`config.mk`:
```
export PLATFORM = sky130hd
export DESIGN_NAME = glitch_cfg_ctrl
export DESIGN_NICKNAME = d
export VERILOG_FILES = /design/src/rtl/glitch_cfg_pkg.sv /design/src/rtl/glitch_cfg_tx.sv /design/src/rtl/glitch_cfg_ctrl.sv
export SDC_FILE = /design/constraint.sdc
export NUM_CORES = 1
export LEC_CHECK = 0
export ABC_AREA = 1
export ABC_CLOCK_PERIOD_IN_PS = 33800
export CAP_MARGIN = 10
export CORE_MARGIN = 5
export CORE_UTILIZATION = 40
export DETAILED_ROUTE_END_ITERATION = 8
export HOLD_SLACK_MARGIN = 0.06
export PLACE_DENSITY = 0.7
export SLEW_MARGIN = 25
export SYNTH_ARGS = -nofsm -noshare
export SYNTH_HDL_FRONTEND = slang
export SYNTH_SLANG_ARGS = --single-unit
```
`constraint.sdc`:
```
create_clock -name clk -period 33.8 [get_ports clk]
set_input_delay 5.07 -clock clk [delete_from_list [all_inputs] [get_ports clk]]
set_output_delay 5.07 -clock clk [all_outputs]
set_load 0.005 [all_outputs]
```
`src/rtl/glitch_cfg_pkg.sv`:
```
// Shared definitions for the glitch configuration controller: opcodes,
// response status codes, FSM state encoding and opcode length helpers.
package glitch_cfg_pkg;

    localparam logic [7:0] OP_WR_FORM  = 8'h01;
    localparam logic [7:0] OP_WR_DELAY = 8'h02;
    localparam logic [7:0] OP_WR_MATCH = 8'h03;
    localparam logic [7:0] OP_WR_CTRL  = 8'h04;
    localparam logic [7:0] OP_RD_FORM  = 8'h81;
    localparam logic [7:0] OP_RD_DELAY = 8'h82;
    localparam logic [7:0] OP_RD_MATCH = 8'h83;
    localparam logic [7:0] OP_RD_CTRL  = 8'h84;

    localparam logic [7:0] ST_OK       = 8'h00;
    localparam logic [7:0] ST_BAD_OP   = 8'h01;
    localparam logic [7:0] ST_BAD_CSUM = 8'h02;
    localparam logic [7:0] ST_TIMEOUT  = 8'h03;

    typedef enum logic [3:0] {
        S_IDLE,
        S_OPCODE,
        S_PAYLOAD,
        S_CHECK,
        S_COMMIT,
        S_RESP_HDR,
        S_RESP_STAT,
        S_RESP_DATA,
        S_RESP_CSUM
    } cfg_state_e;

    function automatic logic op_known(input logic [7:0] op);
        case (op)
            OP_WR_FORM, OP_WR_DELAY, OP_WR_MATCH, OP_WR_CTRL,
            OP_RD_FORM, OP_RD_DELAY, OP_RD_MATCH, OP_RD_CTRL: return 1'b1;
            default:                                          return 1'b0;
        endcase
    endfunction

    // Number of payload bytes that follow the opcode in a command frame.
    function automatic logic [3:0] payload_len(input logic [7:0] op);
        case (op)
            OP_WR_FORM, OP_WR_DELAY: return 4'd8;
            OP_WR_MATCH:             return 4'd4;
            OP_WR_CTRL:              return 4'd1;
            default:                 return 4'd0;
        endcase
    endfunction

    // Number of data bytes returned in the response to a read opcode.
    function automatic logic [3:0] read_len(input logic [7:0] op);
        case (op)
            OP_RD_FORM, OP_RD_DELAY: return 4'd8;
            OP_RD_MATCH:             return 4'd4;
            OP_RD_CTRL:              return 4'd1;
            default:                 return 4'd0;
        endcase
    endfunction

endpackage

```
`src/rtl/glitch_cfg_tx.sv`:
```
// Response serializer: emits RESP_BYTE, status, then for reads the data
// bytes little-endian followed by their XOR, over a valid/ready handshake.
module glitch_cfg_tx
    import glitch_cfg_pkg::*;
#(
    parameter logic [7:0] RESP_BYTE = 8'h5A
) (
    input  logic        clk,
    input  logic        rst,
    input  logic        start,
    input  logic [7:0]  status,
    input  logic [63:0] data,
    input  logic [3:0]  length,
    output logic [7:0]  tx_data,
    output logic        tx_valid,
    input  logic        tx_ready,
    output logic        data_last,
    output logic        done
);

    logic        active;
    logic [3:0]  pos;
    logic [7:0]  status_q;
    logic [63:0] data_q;
    logic [3:0]  len_q;
    logic [7:0]  csum;
    logic [2:0]  didx;
    logic        last;
    logic        fire;

    assign tx_valid  = active;
    assign fire      = active & tx_ready;
    assign last      = (len_q == 4'd0) ? (pos == 4'd1) : (pos == len_q + 4'd2);
    assign done      = fire & last;
    assign data_last = active && (len_q != 4'd0) && (pos == len_q + 4'd1);
    assign didx      = 3'(pos - 4'd2);

    always_comb begin
        csum = '0;
        for (int unsigned i = 0; i < 8; i++) begin
            if (i < 32'(len_q)) csum = csum ^ data_q[8*i +: 8];
        end
    end

    // Byte selection depends only on registered state, so it holds while stalled.
    always_comb begin
        tx_data = '0;
        if (active) begin
            if (pos == 4'd0)                tx_data = RESP_BYTE;
            else if (pos == 4'd1)           tx_data = status_q;
            else if (pos < len_q + 4'd2)    tx_data = data_q[{didx, 3'b000} +: 8];
            else                            tx_data = csum;
        end
    end

    always_ff @(posedge clk or posedge rst) begin
        if (rst) begin
            active   <= 1'b0;
            pos      <= '0;
            status_q <= '0;
            data_q   <= '0;
            len_q    <= '0;
        end else if (start && !active) begin
            active   <= 1'b1;
            pos      <= '0;
            status_q <= status;
            data_q   <= data;
            len_q    <= length;
        end else if (fire) begin
            if (last) begin
                active <= 1'b0;
                pos    <= '0;
            end else begin
                pos <= pos + 4'd1;
            end
        end
    end

endmodule

```
`src/rtl/glitch_cfg_ctrl.sv`:
```
// Framed byte-command controller owning the glitch datapath configuration
// registers, with status/readback responses through glitch_cfg_tx.
module glitch_cfg_ctrl
    import glitch_cfg_pkg::*;
#(
    parameter int unsigned TIMEOUT_CYCLES = 1_000_000,
    parameter logic [7:0]  SYNC_BYTE      = 8'hA5,
    parameter logic [7:0]  RESP_BYTE      = 8'h5A
) (
    input  logic        clk,
    input  logic        rst,
    input  logic [7:0]  rx_data,
    input  logic        rx_valid,
    output logic [7:0]  tx_data,
    output logic        tx_valid,
    input  logic        tx_ready,
    input  logic [63:0] delay_live,
    output logic [63:0] glitch_form,
    output logic [63:0] delay_preload,
    output logic        delay_load,
    output logic [31:0] data_match,
    output logic        glitch_mode,
    output logic        glitch_out_en,
    output logic        busy
);

    localparam int unsigned CW = $clog2(TIMEOUT_CYCLES + 1);

    cfg_state_e    state, state_nx;
    logic [7:0]    status_q, status_nx;
    logic [7:0]    op_q;
    logic [7:0]    csum_q;
    logic [3:0]    idx_q;
    logic [3:0]    len_q;
    logic [63:0]   shadow;
    logic [CW-1:0] tmo_cnt;
    logic          overrun;
    logic          in_frame;
    logic          in_resp;
    logic          timed_out;
    logic          tx_fire;
    logic          tx_done;
    logic          tx_data_last;
    logic [3:0]    resp_len;

    assign in_frame  = state inside {S_OPCODE, S_PAYLOAD, S_CHECK};
    assign in_resp   = state inside {S_RESP_HDR, S_RESP_STAT, S_RESP_DATA, S_RESP_CSUM};
    assign timed_out = in_frame && !rx_valid && (tmo_cnt == CW'(TIMEOUT_CYCLES - 1));
    assign tx_fire   = tx_valid & tx_ready;
    assign busy      = (state != S_IDLE);
    assign resp_len  = (status_q == ST_OK) ? read_len(op_q) : 4'd0;

    always_ff @(posedge clk or posedge rst) begin
        if (rst) begin
            state    <= S_IDLE;
            status_q <= ST_OK;
        end else begin
            state    <= state_nx;
            status_q <= status_nx;
        end
    end

    always_comb begin
        state_nx  = state;
        status_nx = status_q;
        case (state)
            S_IDLE: begin
                if (rx_valid && rx_data == SYNC_BYTE) state_nx = S_OPCODE;
            end
            S_OPCODE: begin
                if (rx_valid) begin
                    if (!op_known(rx_data)) begin
                        state_nx  = S_RESP_HDR;
                        status_nx = ST_BAD_OP;
                    end else if (payload_len(rx_data) != 4'd0) begin
                        state_nx = S_PAYLOAD;
                    end else begin
                        state_nx = S_CHECK;
                    end
                end else if (timed_out) begin
                    state_nx  = S_RESP_HDR;
                    status_nx = ST_TIMEOUT;
                end
            end
            S_PAYLOAD: begin
                if (rx_valid) begin
                    if (idx_q == len_q - 4'd1) state_nx = S_CHECK;
                end else if (timed_out) begin
                    state_nx  = S_RESP_HDR;
                    status_nx = ST_TIMEOUT;
                end
            end
            S_CHECK: begin
                if (rx_valid) begin
                    if (rx_data == csum_q) begin
                        state_nx = S_COMMIT;
                    end else begin
                        state_nx  = S_RESP_HDR;
                        status_nx = ST_BAD_CSUM;
                    end
                end else if (timed_out) begin
                    state_nx  = S_RESP_HDR;
                    status_nx = ST_TIMEOUT;
                end
            end
            S_COMMIT: begin
                state_nx  = S_RESP_HDR;
                status_nx = ST_OK;
            end
            S_RESP_HDR: begin
                if (tx_fire) state_nx = S_RESP_STAT;
            end
            S_RESP_STAT: begin
                if (tx_fire) state_nx = tx_done ? S_IDLE : S_RESP_DATA;
            end
            S_RESP_DATA: begin
                if (tx_fire && tx_data_last) state_nx = S_RESP_CSUM;
            end
            S_RESP_CSUM: begin
                if (tx_done) state_nx = S_IDLE;
            end
            default: state_nx = S_IDLE;
        endcase
    end

    always_ff @(posedge clk or posedge rst) begin
        if (rst) begin
            op_q          <= '0;
            csum_q        <= '0;
            idx_q         <= '0;
            len_q         <= '0;
            shadow        <= '0;
            tmo_cnt       <= '0;
            overrun       <= 1'b0;
            glitch_form   <= '0;
            delay_preload <= '0;
            delay_load    <= 1'b0;
            data_match    <= '0;
            glitch_mode   <= 1'b0;
            glitch_out_en <= 1'b0;
        end else begin
            delay_load <= 1'b0;

            if (in_frame && !rx_valid) tmo_cnt <= tmo_cnt + CW'(1);
            else                       tmo_cnt <= '0;

            case (state)
                S_IDLE: begin
                    if (rx_valid && rx_data == SYNC_BYTE) begin
                        shadow <= '0;
                        csum_q <= '0;
                        idx_q  <= '0;
                    end
                end
                S_OPCODE: begin
                    if (rx_valid) begin
                        op_q   <= rx_data;
                        csum_q <= rx_data;
                        len_q  <= payload_len(rx_data);
                    end
                end
                S_PAYLOAD: begin
                    if (rx_valid) begin
                        shadow[{idx_q[2:0], 3'b000} +: 8] <= rx_data;
                        csum_q <= csum_q ^ rx_data;
                        idx_q  <= idx_q + 4'd1;
                    end
                end
                // delay_load is registered so it coincides with the new preload value.
                S_COMMIT: begin
                    case (op_q)
                        OP_WR_FORM:  glitch_form <= shadow;
                        OP_WR_DELAY: begin
                            delay_preload <= shadow;
                            delay_load    <= 1'b1;
                        end
                        OP_WR_MATCH: data_match <= shadow[31:0];
                        OP_WR_CTRL: begin
                            glitch_mode   <= shadow[0];
                            glitch_out_en <= shadow[1];
                        end
                        OP_RD_FORM:  shadow <= glitch_form;
                        OP_RD_DELAY: shadow <= delay_live;
                        OP_RD_MATCH: shadow <= {32'h0, data_match};
                        OP_RD_CTRL:  shadow <= {61'h0, overrun, glitch_out_en, glitch_mode};
                        default: ;
                    endcase
                end
                default: ;
            endcase

            if (in_resp && rx_valid)
                overrun <= 1'b1;
            else if (state == S_RESP_CSUM && tx_done && op_q == OP_RD_CTRL && status_q == ST_OK)
                overrun <= 1'b0;
        end
    end

    glitch_cfg_tx #(
        .RESP_BYTE(RESP_BYTE)
    ) u_tx (
        .clk      (clk),
        .rst      (rst),
        .start    (state == S_RESP_HDR),
        .status   (status_q),
        .data     (shadow),
        .length   (resp_len),
        .tx_data  (tx_data),
        .tx_valid (tx_valid),
        .tx_ready (tx_ready),
        .data_last(tx_data_last),
        .done     (tx_done)
    );

endmodule

```
==> metrics.md, run 1 <==
| Metric | Value |
|---|---|
| Critical path startpoint category | flip-flop |
| I/O pins | 249 |
| Total Routed Length | 60590 microns |
| Die Wd | 224.2 microns |
| Clock transition at path regs | 0.06 ns |
| Final nets | 2709 |
| Hpwl dp | 43110 microns |
| Die H | ~220 microns |
| Cell Pwr Density | 59.89 mW/mm^2 |
| Post-layout util | 0.4980 |
| Routed len/inst | approximately 19 microns |
| Critical path class | reg -> out |
| Slew margin rel. | 0.3262 |
| Worst flop-to-flop path startpoint | op_q[2]$_DFFE_PP0P_ |
| Max-slew violations | 0 |
| Critical R2R Capture | shadow[11]$_DFFE_PP0P_ |
| Tcrit/Tclk final | 0.2636 |
| Mean Syn Cell Area | 7.543 sq um |
| Vias in the first global route | 16356 |
| Fraction of final layout cells with drive strength greater than 1 | 0.04677 |
| First-pass DRT Iterations | 6 |
| DRT antenna net count | 0 |
| First-pass GRT wire length | 94800 microns |
| Die ar. | 0.05025 sq mm |
| Worst Path Required | ~29 ns |
| Outcome | complete, no violations |
| Post-route minimum period | between 8 and 9 ns |
| Final Instance Count excl. Fillers | roughly 3300 |
| Post-Syn Nets | 2520 |
| Fin worst setup slack | 24.89 ns |
| Post-synth ARST share | 1.000 |
| CP max FO | 23 |
| Layout area overhead | 23.18% |
| Detailed router's first-iteration violation count | ~1700 |
| Setup WS pre-CTS | 25.39 ns |
| Distinct cell type count after synthesis | 47 |
| Post-CTS Resized | 0 |
| Element type at the critical path end | primary output |
| Sequential element share of the synthesized area | 0.4952 |
| Synthesis-stage register bit count | 363 |
| Rows | 78 |
| Min-Delay Endpoint | tmo_cnt[0]$_DFF_PP0_ |
| Post-CTS setup buffers | 0 |
| Root Driver | clkbuf_16 |
| Starting Density | 0.4042 |
| Synthesis Warnings | 0 |
| Post-synth EDFFs | 0 |
| Mapped Cells | 2432 |
| TNS Setup | 0 ns |
| Predominant post-synthesis flop cell | dfrtp_1 |
| Core area | 0.04538 sq mm |
| Via count | 17027 |
| Antenna cells | 0 |
| Clock latency on the worst-skew pair | 0.57 ns |
| CTS tree | done |
| Setup Skew | 0.02338 ns |
| Max-Cap Viols | 0 |
| Hold Path Depth | 1 |
| R2R Setup Slk | 29.98 ns |
| Worst IR Drop VDD | 37.63 uV |
| Sink Count | 363 |
| Hold path start | tmo_cnt[0]$_DFF_PP0_ |
| Remaining DRCs | 0 |
| Post-synth top area share | 0.4952 |
| Worst-Margin Slew | 1.011 ns |
| RSZ-0062 raised after global routing | no |
| Total gr overflow | 0 |
| CTS H-tree depth | 2 |
| Synth area leaders | dfrtp_1, nand2_1, o21ai_0 |
| Synthesized area | 0.01835 sq mm |
| Num CTS Buffers | 40 |
| Area leader, netlist | dfrtp_1 |
| Post-synth top cells | nand2_1, dfrtp_1, o21ai_0 |
| CP Data Arrival Time | 3.84 ns |
| # setup viols final | 0 |
| Initial antenna violation count | 1 |
| Vias/cell | 5.237 |
| Clock Tree Buf Depth | 3 |
| Hold Crit Class | reg -> reg |
| Gpl congestion | just over 0.9 |
| All-Layer GR Usage | 0.2371 |
| PortBufs | 248 |
| Worst R2R Path Depth | 11 |
| Hold Vio Cnt, Final | 0 |
| Most common cell in the netlist | nand2_1 |
| Largest net degree at the start of global routing | approximately 170 |
| Dpl cells | 3179 |
| Hold Buf Count CTS | 0 |
| Max Clock Freq | about 110 MHz |
| Leak pwr | approximately 10 nW |
[registers in the layout, summed over array words and instances (netlist names), 8 cells and up]
name           count
u_tx.data_q       64
tmo_cnt           20
glitch_form       64
delay_preload     64
u_tx.status_q      8
shadow            64
op_q               8
csum_q             8
status_q           8
data_match        32
[through the flow]
stage          hold WS, ns  power (mW)  instance area, sq um
2_1_floorplan       0.4331      0.7673                 18350
3_3_place_gp        0.4459      0.8849                 21190
3_5_place_dp        0.4527      0.8910                 21190
4_1_cts             0.4608       1.361                 22590
5_1_grt             0.4881       1.424                 22600
6_report            0.4565       1.353                 22600
[placed cells by master, fill, tap and decap left out, types with 3 or more instances in the layout]
| cell type | netlist | final |
|---|---|---|
| o21ai_0 | 359 | 359 |
| nand2_1 | 843 | 840 |
| clkinvlp_4 | 0 | 4 |
| ha_1 | 12 | 12 |
| dfrtp_1 | 363 | 363 |
| o22ai_1 | 11 | 11 |
| clkbuf_16 | 0 | 40 |
| o21bai_1 | 3 | 3 |
| o21a_1 | 4 | 4 |
| nor2_1 | 119 | 118 |
| nor3_1 | 49 | 49 |
| bufinv_16 | 0 | 6 |
| a31oi_1 | 3 | 3 |
| nand2_2 | 5 | 5 |
| inv_2 | 15 | 15 |
| xor2_1 | 17 | 17 |
| clkinv_2 | 0 | 5 |
| nor2_4 | 3 | 4 |
| nor4_1 | 3 | 3 |
| inv_1 | 228 | 227 |
| o211ai_1 | 9 | 9 |
| buf_4 | 2 | 9 |
| nor3_2 | 6 | 6 |
| nand4_1 | 18 | 18 |
| clkbuf_8 | 0 | 8 |
| a21oi_1 | 87 | 87 |
| nand3_1 | 112 | 112 |
| nand2_4 | 4 | 7 |
| xnor2_1 | 15 | 15 |
| o21ai_1 | 6 | 6 |
| clkbuf_1 | 69 | 6 |
| clkdlybuf4s50_1 | 0 | 248 |
[logic make-up (layout without fill, tap and decap cells)]
family,after synthesis,count (layout),synth area share
buf+inv,357,576,0.07843
xor+xnor,32,32,0.01528
compound gates,492,492,0.1391
flops,363,363,0.4952
fa+ha+maj,12,12,0.008184
simple gates,1176,1176,0.2639
[metal layers]
| metal | up-vias | share of wire | global-route usage |
|---|---|---|---|
| li1 | 8170 | - | - |
| met1 | 8108 | 0.43 | 0.3261 |
| met2 | 614 | 0.46 | 0.3761 |
| met3 | 133 | 0.074 | 0.05098 |
| met4 | 2 | 0.037 | 0.07806 |
| met5 | - | 0.00021 | 0 |
[worst max path at each step]
stage	startpoint	to	slack (ns)
after detailed placement	rx_valid	shadow[13]$_DFFE_PP0P_	25.39
final	u_tx.pos[1]$_DFFE_PP0P_	tx_data[6]	24.89
after global routing	u_tx.pos[1]$_DFFE_PP0P_	tx_data[1]	24.61
after CTS	u_tx.pos[1]$_DFFE_PP0P_	tx_data[6]	24.87
after floorplan	rst	csum_q[0]$_DFFE_PP0P_	18.65
after global placement	u_tx.pos[1]$_DFFE_PP0P_	tx_data[6]	25.49
[final cells by class]
cell class                      instances  area [sq um]
Clock inverter                         18         269.0
Timing Repair Buffer                  259          2581
Multi-Input combinational cell       1712          7853
Tap cell                              600         750.7
Clock buffer                           54          1134
Inverter                              245         927.1
Fill cell                            4347         22780
Sequential cell                       363          9084
[report_power, final]
group | total, mW | switching, mW | internal, mW
combinational | 0.397 | 0.287 | 0.110
sequential | 0.490 | 0.0264 | 0.464
clock | 0.467 | 0.184 | 0.282
total | 1.35 | 0.498 | 0.856
[critical path, stage by stage, from the launching register on]
cell and delay, ns:
dfrtp_1 0.76, inv_1 0.60, nor2_1 0.29, nand2_1 0.06, and2_1 0.25, inv_1 0.28
nand3_1 0.12, nand2_1 0.15, nand2_1 0.07, a21oi_1 0.14, clkdlybuf4s50_1 0.56
Power figures use the tool's default switching activity.
==> inputs of run 2 (changes only) <==
- ABC_CLOCK_PERIOD_IN_PS: 33800 -> 8600
- clock period: 33.8 -> 8.6 ns (I/O delays scaled with it)
==> run 2 against run 1 <==
First-iteration DRC count down 5.9%; cell area is essentially flat; worst hold slack improved by 0.0037 ns; clock-buffer cell count decreased by 3; wire length fell by 0.37%; combinational power grew to 3.9 times the previous value; via count down 0.70%; largest power group unchanged.
==> metrics.md, run 2 (same netlist as run 1, synthesis figures left out) <==
| Metric | Value |
|---|---|
| Outcome | complete, no violations |
| Hold path start | tmo_cnt[0]$_DFF_PP0_ |
| Fin worst setup slack | 3.372 ns (-21.52 ns) |
| DRT antenna net count | 0 (unchanged) |
| Most common cell after layout, fill and taps aside | nand2_1 |
| Worst flop-to-flop path startpoint | op_q[2]$_DFFE_PP0P_ |
| Initial antenna violation count | 0 (-1) |
| Core area | 0.04538 sq mm (unchanged) |
| Hold Crit Class | reg -> reg |
| Clock transition at path regs | 0.07 ns (about the same) |
| Leak pwr | 10.26 nW (about the same) |
| Total Routed Length | 60360 microns (-0.37%) |
| I/O pins | 249 (unchanged) |
| Post-CTS Resized | 0 (unchanged) |
| Hold_ws | 0.4601 ns (+0.003671 ns) |
| Die H | 224.2 microns (unchanged) |
| Hold Path Depth | 1 (unchanged) |
| Rows | 78 (unchanged) |
| Setup Skew | 0.02291 ns (-0.0004708 ns) |
| Most frequent cells in the layout | nand2_1, dfrtp_1, o21ai_0, clkdlybuf4s50_1, inv_1 |
| Clock Tree Buf Depth | 3 (unchanged) |
| Slew margin rel. | 0.3017 (-0.02455) |
| Critical path startpoint category | flip-flop |
| Hold Vio Cnt, Final | 0 (unchanged) |
| First-pass GRT wire length | 93700 microns (-1.2%) |
| Setup WS pre-CTS | 3.933 ns (-21.46 ns) |
| Final Instance Count excl. Fillers | 3250 (-0.031%) |
| Die Wd | 224.2 microns (unchanged) |
| Post-CTS setup buffers | 0 (unchanged) |
| All-Layer GR Usage | 0.2349 (-0.002263) |
| Via count | 16908 (-0.70%) |
| Antenna cells | 0 (unchanged) |
| CP Data Arrival Time | 3.94 ns (+0.10 ns) |
| Final nets | 2710 (+0.037%) |
| RSZ-0062 raised after global routing | no |
| Starting Density | 0.4042 (unchanged) |
| Launch point of the worst path | u_tx.pos[1]$_DFFE_PP0P_ |
| Sink Count | 363 (unchanged) |
| PortBufs | 248 (unchanged) |
| Tcrit/Tclk final | 0.6079 |
| Max Clock Freq | 191.3 MHz |
| Worst Path Required | 7.31 ns (-21.42 ns) |
| CTS H-tree depth | 2 (unchanged) |
| Fraction of final layout cells with drive strength greater than 1 | 0.04642 (-0.0003597) |
| Post-route minimum period | 5.228 ns |
| CTS tree | done |
| Cell Pwr Density | 232.4 mW/mm^2 (+290%) |
| CP max FO | 23 (unchanged) |
| Post-layout util | 0.4979 (about the same) |
| Remaining DRCs | 0 (unchanged) |
| Element type at the critical path end | primary output |
| TNS Setup | 0 ns (unchanged) |
| Detailed router's first-iteration violation count | 1607 (-5.9%) |
| Num CTS Buffers | 39 (-2.5%) |
| Hpwl dp | 42530 microns (-1.4%) |
| Clock latency on the worst-skew pair | 0.57 ns (about the same) |
| Hold Buf Count CTS | 0 (unchanged) |
| # setup viols final | 0 (unchanged) |
| Routed len/inst | 18.57 microns (-0.34%) |
| Gpl congestion | 0.9429 (+2.8%) |
| Vias in the first global route | 16265 (-0.56%) |
| Root Driver | clkbuf_16 |
| Worst IR Drop VDD | 120.1 uV (+220%) |
| Die ar. | 0.05025 sq mm (unchanged) |
| Max-Cap Viols | 0 (unchanged) |
| Vias/cell | 5.202 (-0.67%) |
| Layout area overhead | 23.16% (about the same) |
| First-pass DRT Iterations | 5 (-1) |
| Dpl cells | 3179 (unchanged) |
| Largest net degree at the start of global routing | 179 (+6.5%) |
| Max-slew violations | 0 (unchanged) |
| Worst-Margin Slew | 1.046 ns (+0.03531 ns) |
| Total gr overflow | 0 (unchanged) |
| Worst R2R Path Depth | 11 (unchanged) |
| Critical path class | reg -> out |
==> run 2: layout make-up <==
class | instances | area [sq um]
tap | 600 | 750.7
inverter | 245 | 923.4
clock inverter | 18 | 254.0
clock buffer | 51 | 1081
timing repair buffer | 261 | 2649
sequential | 363 | 9084
multi-input combinational | 1712 | 7853
fill | 4414 | 22790
==> run 2: where the power goes <==
part | switching, mW | internal [mW] | total (mW)
Sequential | 0.108 | 1.82 | 1.93
Combinational | 1.12 | 0.435 | 1.55
Clock | 0.702 | 1.07 | 1.77
Total | 1.93 | 3.33 | 5.25
==> run 2: worst max-delay path, cell delays in order, from the launching register on <==
cell             delay (ns)
dfrtp_1                0.82
inv_1                  0.61
nor2_1                 0.29
nand2_1                0.06
and2_1                 0.24
inv_1                  0.27
nand3_1                0.12
nand2_1                0.13
nand2_1                0.07
a21oi_1                0.19
clkdlybuf4s50_1        0.53
==> run 2: metal layers <==
layer  vias up  routed length [microns]  track usage
li1       8172                        -            -
met1      8009                    26250       0.3195
met2       633                    28500       0.3897
met3        94                     4021      0.04180
met4         0                     1598      0.06403
met5         -                        0            0
==> run 2: through the flow <==
stage / instance area, sq um / total power, mW
after floorplan: 18350 / 3.016
after global placement: 21200 / 3.490
after detailed placement: 21200 / 3.507
after CTS: 22530 / 5.297
after global routing: 22590 / 5.541
final: 22590 / 5.251
==> run 2: path summary, 6_finish.rpt <==
kind / slack (ns) / endpoint
worst min register to register: 0.46 / tmo_cnt[0]$_DFF_PP0_
worst max-delay path: 3.37 / tx_data[6]
worst min-delay path: 0.46 / tmo_cnt[0]$_DFF_PP0_
min in group asynchronous: 1.09 / delay_preload[38]$_DFFE_PP0P_
max in group asynchronous: 6.23 / data_match[15]$_DFFE_PP0P_
worst max register to register: 4.76 / shadow[19]$_DFFE_PP0P_
==> inputs of run 3 (changes only) <==
- ABC_CLOCK_PERIOD_IN_PS: 8600 -> 4400
- PLACE_DENSITY: 0.7 -> 0.73
- clock period: 8.6 -> 4.4 ns (I/O delays scaled with it)
==> run 3 against run 2 <==
Cell count rose by 0.58%; flip-flop and latch count did not move; clock power rose by 100%; critical endpoint is now tx_data[3]; combinational power rose by 100%; sequential power rose by 95%; register-to-register slack got worse by 3.7 ns; critical path depth rose by 2; largest cell class unchanged; die area did not move; cell area rose by 0.57%; non-clock buffer count rose by 12; worst hold slack got worse by 0.038 ns; clock-buffer cell count rose by 7.
==> metrics.md, run 3 (same netlist as run 1, synthesis figures left out) <==
| Metric | Value |
|---|---|
| Outcome | complete, no violations |
| CP max FO | 12 (-48%) |
| Leak pwr | 10.34 nW (+0.74%) |
| Most frequent cells in the layout | nand2_1, dfrtp_1, o21ai_0, clkdlybuf4s50_1, inv_1 |
| Vias/cell | 5.209 (+0.12%) |
| First-pass GRT wire length | 94840 microns (+1.2%) |
| Clock transition at path regs | 0.07 ns (about the same) |
| CP Data Arrival Time | 3.41 ns (-0.53 ns) |
| R2R Setup Slk | 1.10 ns (-3.66 ns) |
| CTS H-tree depth | 2 (unchanged) |
| Num CTS Buffers | 41 (+5.1%) |
| Cell Pwr Density | 462.2 mW/mm^2 (+99%) |
| Fraction of final layout cells with drive strength greater than 1 | 0.05283 (+0.006414) |
| Via count | 17028 (+0.71%) |
| Initial antenna violation count | 1 (+1) |
| M3 GR Usage | 0.04311 (+0.001310) |
| Die H | 224.2 microns (unchanged) |
| Total Routed Length | 60810 microns (+0.75%) |
| Critical R2R Capture | shadow[10]$_DFFE_PP0P_ |
| Post-CTS setup buffers | 0 (unchanged) |
| Worst-Margin Slew | 0.7776 ns (-0.2684 ns) |
| Max-slew violations | 0 (unchanged) |
| Antenna cells | 0 (unchanged) |
| Post-CTS Resized | 0 (unchanged) |
| Core area | 0.04538 sq mm (unchanged) |
| Clock latency on the worst-skew pair | 0.58 ns (about the same) |
| RSZ-0062 raised after global routing | no |
| Starting Density | 0.4042 (unchanged) |
| Slew margin rel. | 0.4808 (+0.1792) |
| Hold Buf Count CTS | 0 (unchanged) |
| Layout area overhead | 23.86% |
| CTS tree | done |
| Die Wd | 224.2 microns (unchanged) |
| Rows | 78 (unchanged) |
| Max Clock Freq | 245.8 MHz |
| PortBufs | 248 (unchanged) |
| Worst IR Drop VDD | 229.6 uV (+91%) |
| Element type at the critical path end | primary output |
| Hold Vio Cnt, Final | 0 (unchanged) |
| Critical path startpoint category | flip-flop |
| Worst R2R Path Depth | 9 (-2) |
| Sink Count | 363 (unchanged) |
| Clock Tree Buf Depth | 3 (unchanged) |
| Vias in the first global route | 16392 (+0.78%) |
| Gpl congestion | 0.9352 (-0.82%) |
| All-Layer GR Usage | 0.2380 (+0.003120) |
| Hold Crit Class | in -> async |
| Routed len/inst | 18.60 microns (+0.16%) |
| DRT antenna net count | 0 (unchanged) |
| Final nets | 2724 (+0.52%) |
| Tcrit/Tclk final | 0.9247 |
| Critical path class | reg -> out |
| # setup viols final | 0 (unchanged) |
| Remaining DRCs | 0 (unchanged) |
| Worst flop-to-flop path startpoint | state[1]$_DFFE_PP0P_ |
| First-pass DRT Iterations | 7 (+2) |
| Most common cell after layout, fill and taps aside | nand2_1 |
| DP Area | 0.02131 sq mm (+0.54%) |
| Final Cell Area | 0.02272 sq mm (+0.57%) |
| Met2 usage | 0.3877 (-0.001956) |
| Hold_ws | 0.4222 ns (-0.03794 ns) |
| Die ar. | 0.05025 sq mm (unchanged) |
| Root Driver | clkbuf_16 |
| GRT busiest layer | met2 |
| Max-Cap Viols | 0 (unchanged) |
| Post-route minimum period | 4.069 ns |
| Met1 usage | 0.3230 (+0.003583) |
| I/O pins | 249 (unchanged) |
| Total gr overflow | 0 (unchanged) |
| Hpwl dp | 43530 microns (+2.4%) |
| Largest net degree at the start of global routing | 127 (-29%) |
| Detailed router's first-iteration violation count | 1478 (-8.0%) |
| Setup Skew | 0.02347 ns (+0.0005643 ns) |
| Worst Path Required | 3.74 ns (-3.57 ns) |
run 3: cell count changes in the layout (fill, tap and decap cells not counted), moves of 2 or more:
cell,before,now
clkbuf_16,39,41
buf_4,8,22
clkbuf_8,6,9
buf_16,2,0
clkbuf_1,6,8
bufinv_16,6,4
run 3: metrics by stage:
stage            util  worst slack (ns)  TNS [ns]  std cells  power (mW)
2_1_floorplan       -            -1.128   -409.55       2432       5.895
3_3_place_gp   0.4696            0.6049         0       3193       6.932
3_5_place_dp   0.4696            0.5662         0       3193       6.966
4_1_cts        0.5006            0.1682         0       3269       10.56
5_1_grt        0.5007            0.1139         0       3269       11.05
6_report       0.5007            0.3313         0       3269       10.50
run 3: metal layers:
metal  wire [microns]  vias up
met4             2031        0
met1            25880     8123
met5                0        -
li1                 -     8214
met3             4385      111
met2            28520      580
run 3: critical path, stage by stage (launching register included):
cell and delay [ns]:
dfrtp_2 0.51, inv_2 0.09, ha_1 0.30, nand2_1 0.07, nor2_1 0.12, nand2_1 0.06, and2_1 0.25, inv_1 0.33
nand3_1 0.12, nand2_1 0.15, nand2_1 0.07, a21oi_1 0.21, clkdlybuf4s50_1 0.54
run 3: power breakdown:
part / switching (mW) / internal, mW
sequential: 0.197 / 3.56
combinational: 2.27 / 0.903
clock: 1.44 / 2.12
total: 3.91 / 6.59
run 3: worst max path at each step:
stage	startpoint	to	slack [ns]	depth (start not counted)
global route	u_tx.len_q[3]$_DFFE_PP0P_	tx_data[3]	0.11	12
finish	u_tx.len_q[3]$_DFFE_PP0P_	tx_data[3]	0.33	12
global placement	rx_data[0]	shadow[13]$_DFFE_PP0P_	0.60	12
CTS	u_tx.len_q[3]$_DFFE_PP0P_	tx_data[3]	0.17	12
floorplan	rst	csum_q[0]$_DFFE_PP0P_	-1.13	1
detailed placement	rx_data[0]	shadow[10]$_DFFE_PP0P_	0.57	12
run 3: final cells by class:
class,instances,area [sq um]
Clock buffer,58,1180
Sequential cell,363,9085
Clock inverter,18,224.0
Timing Repair Buffer,273,2708
Inverter,245,923.4
Tap cell,600,750.7
Multi-Input combinational cell,1712,7853
Fill cell,4383,22660
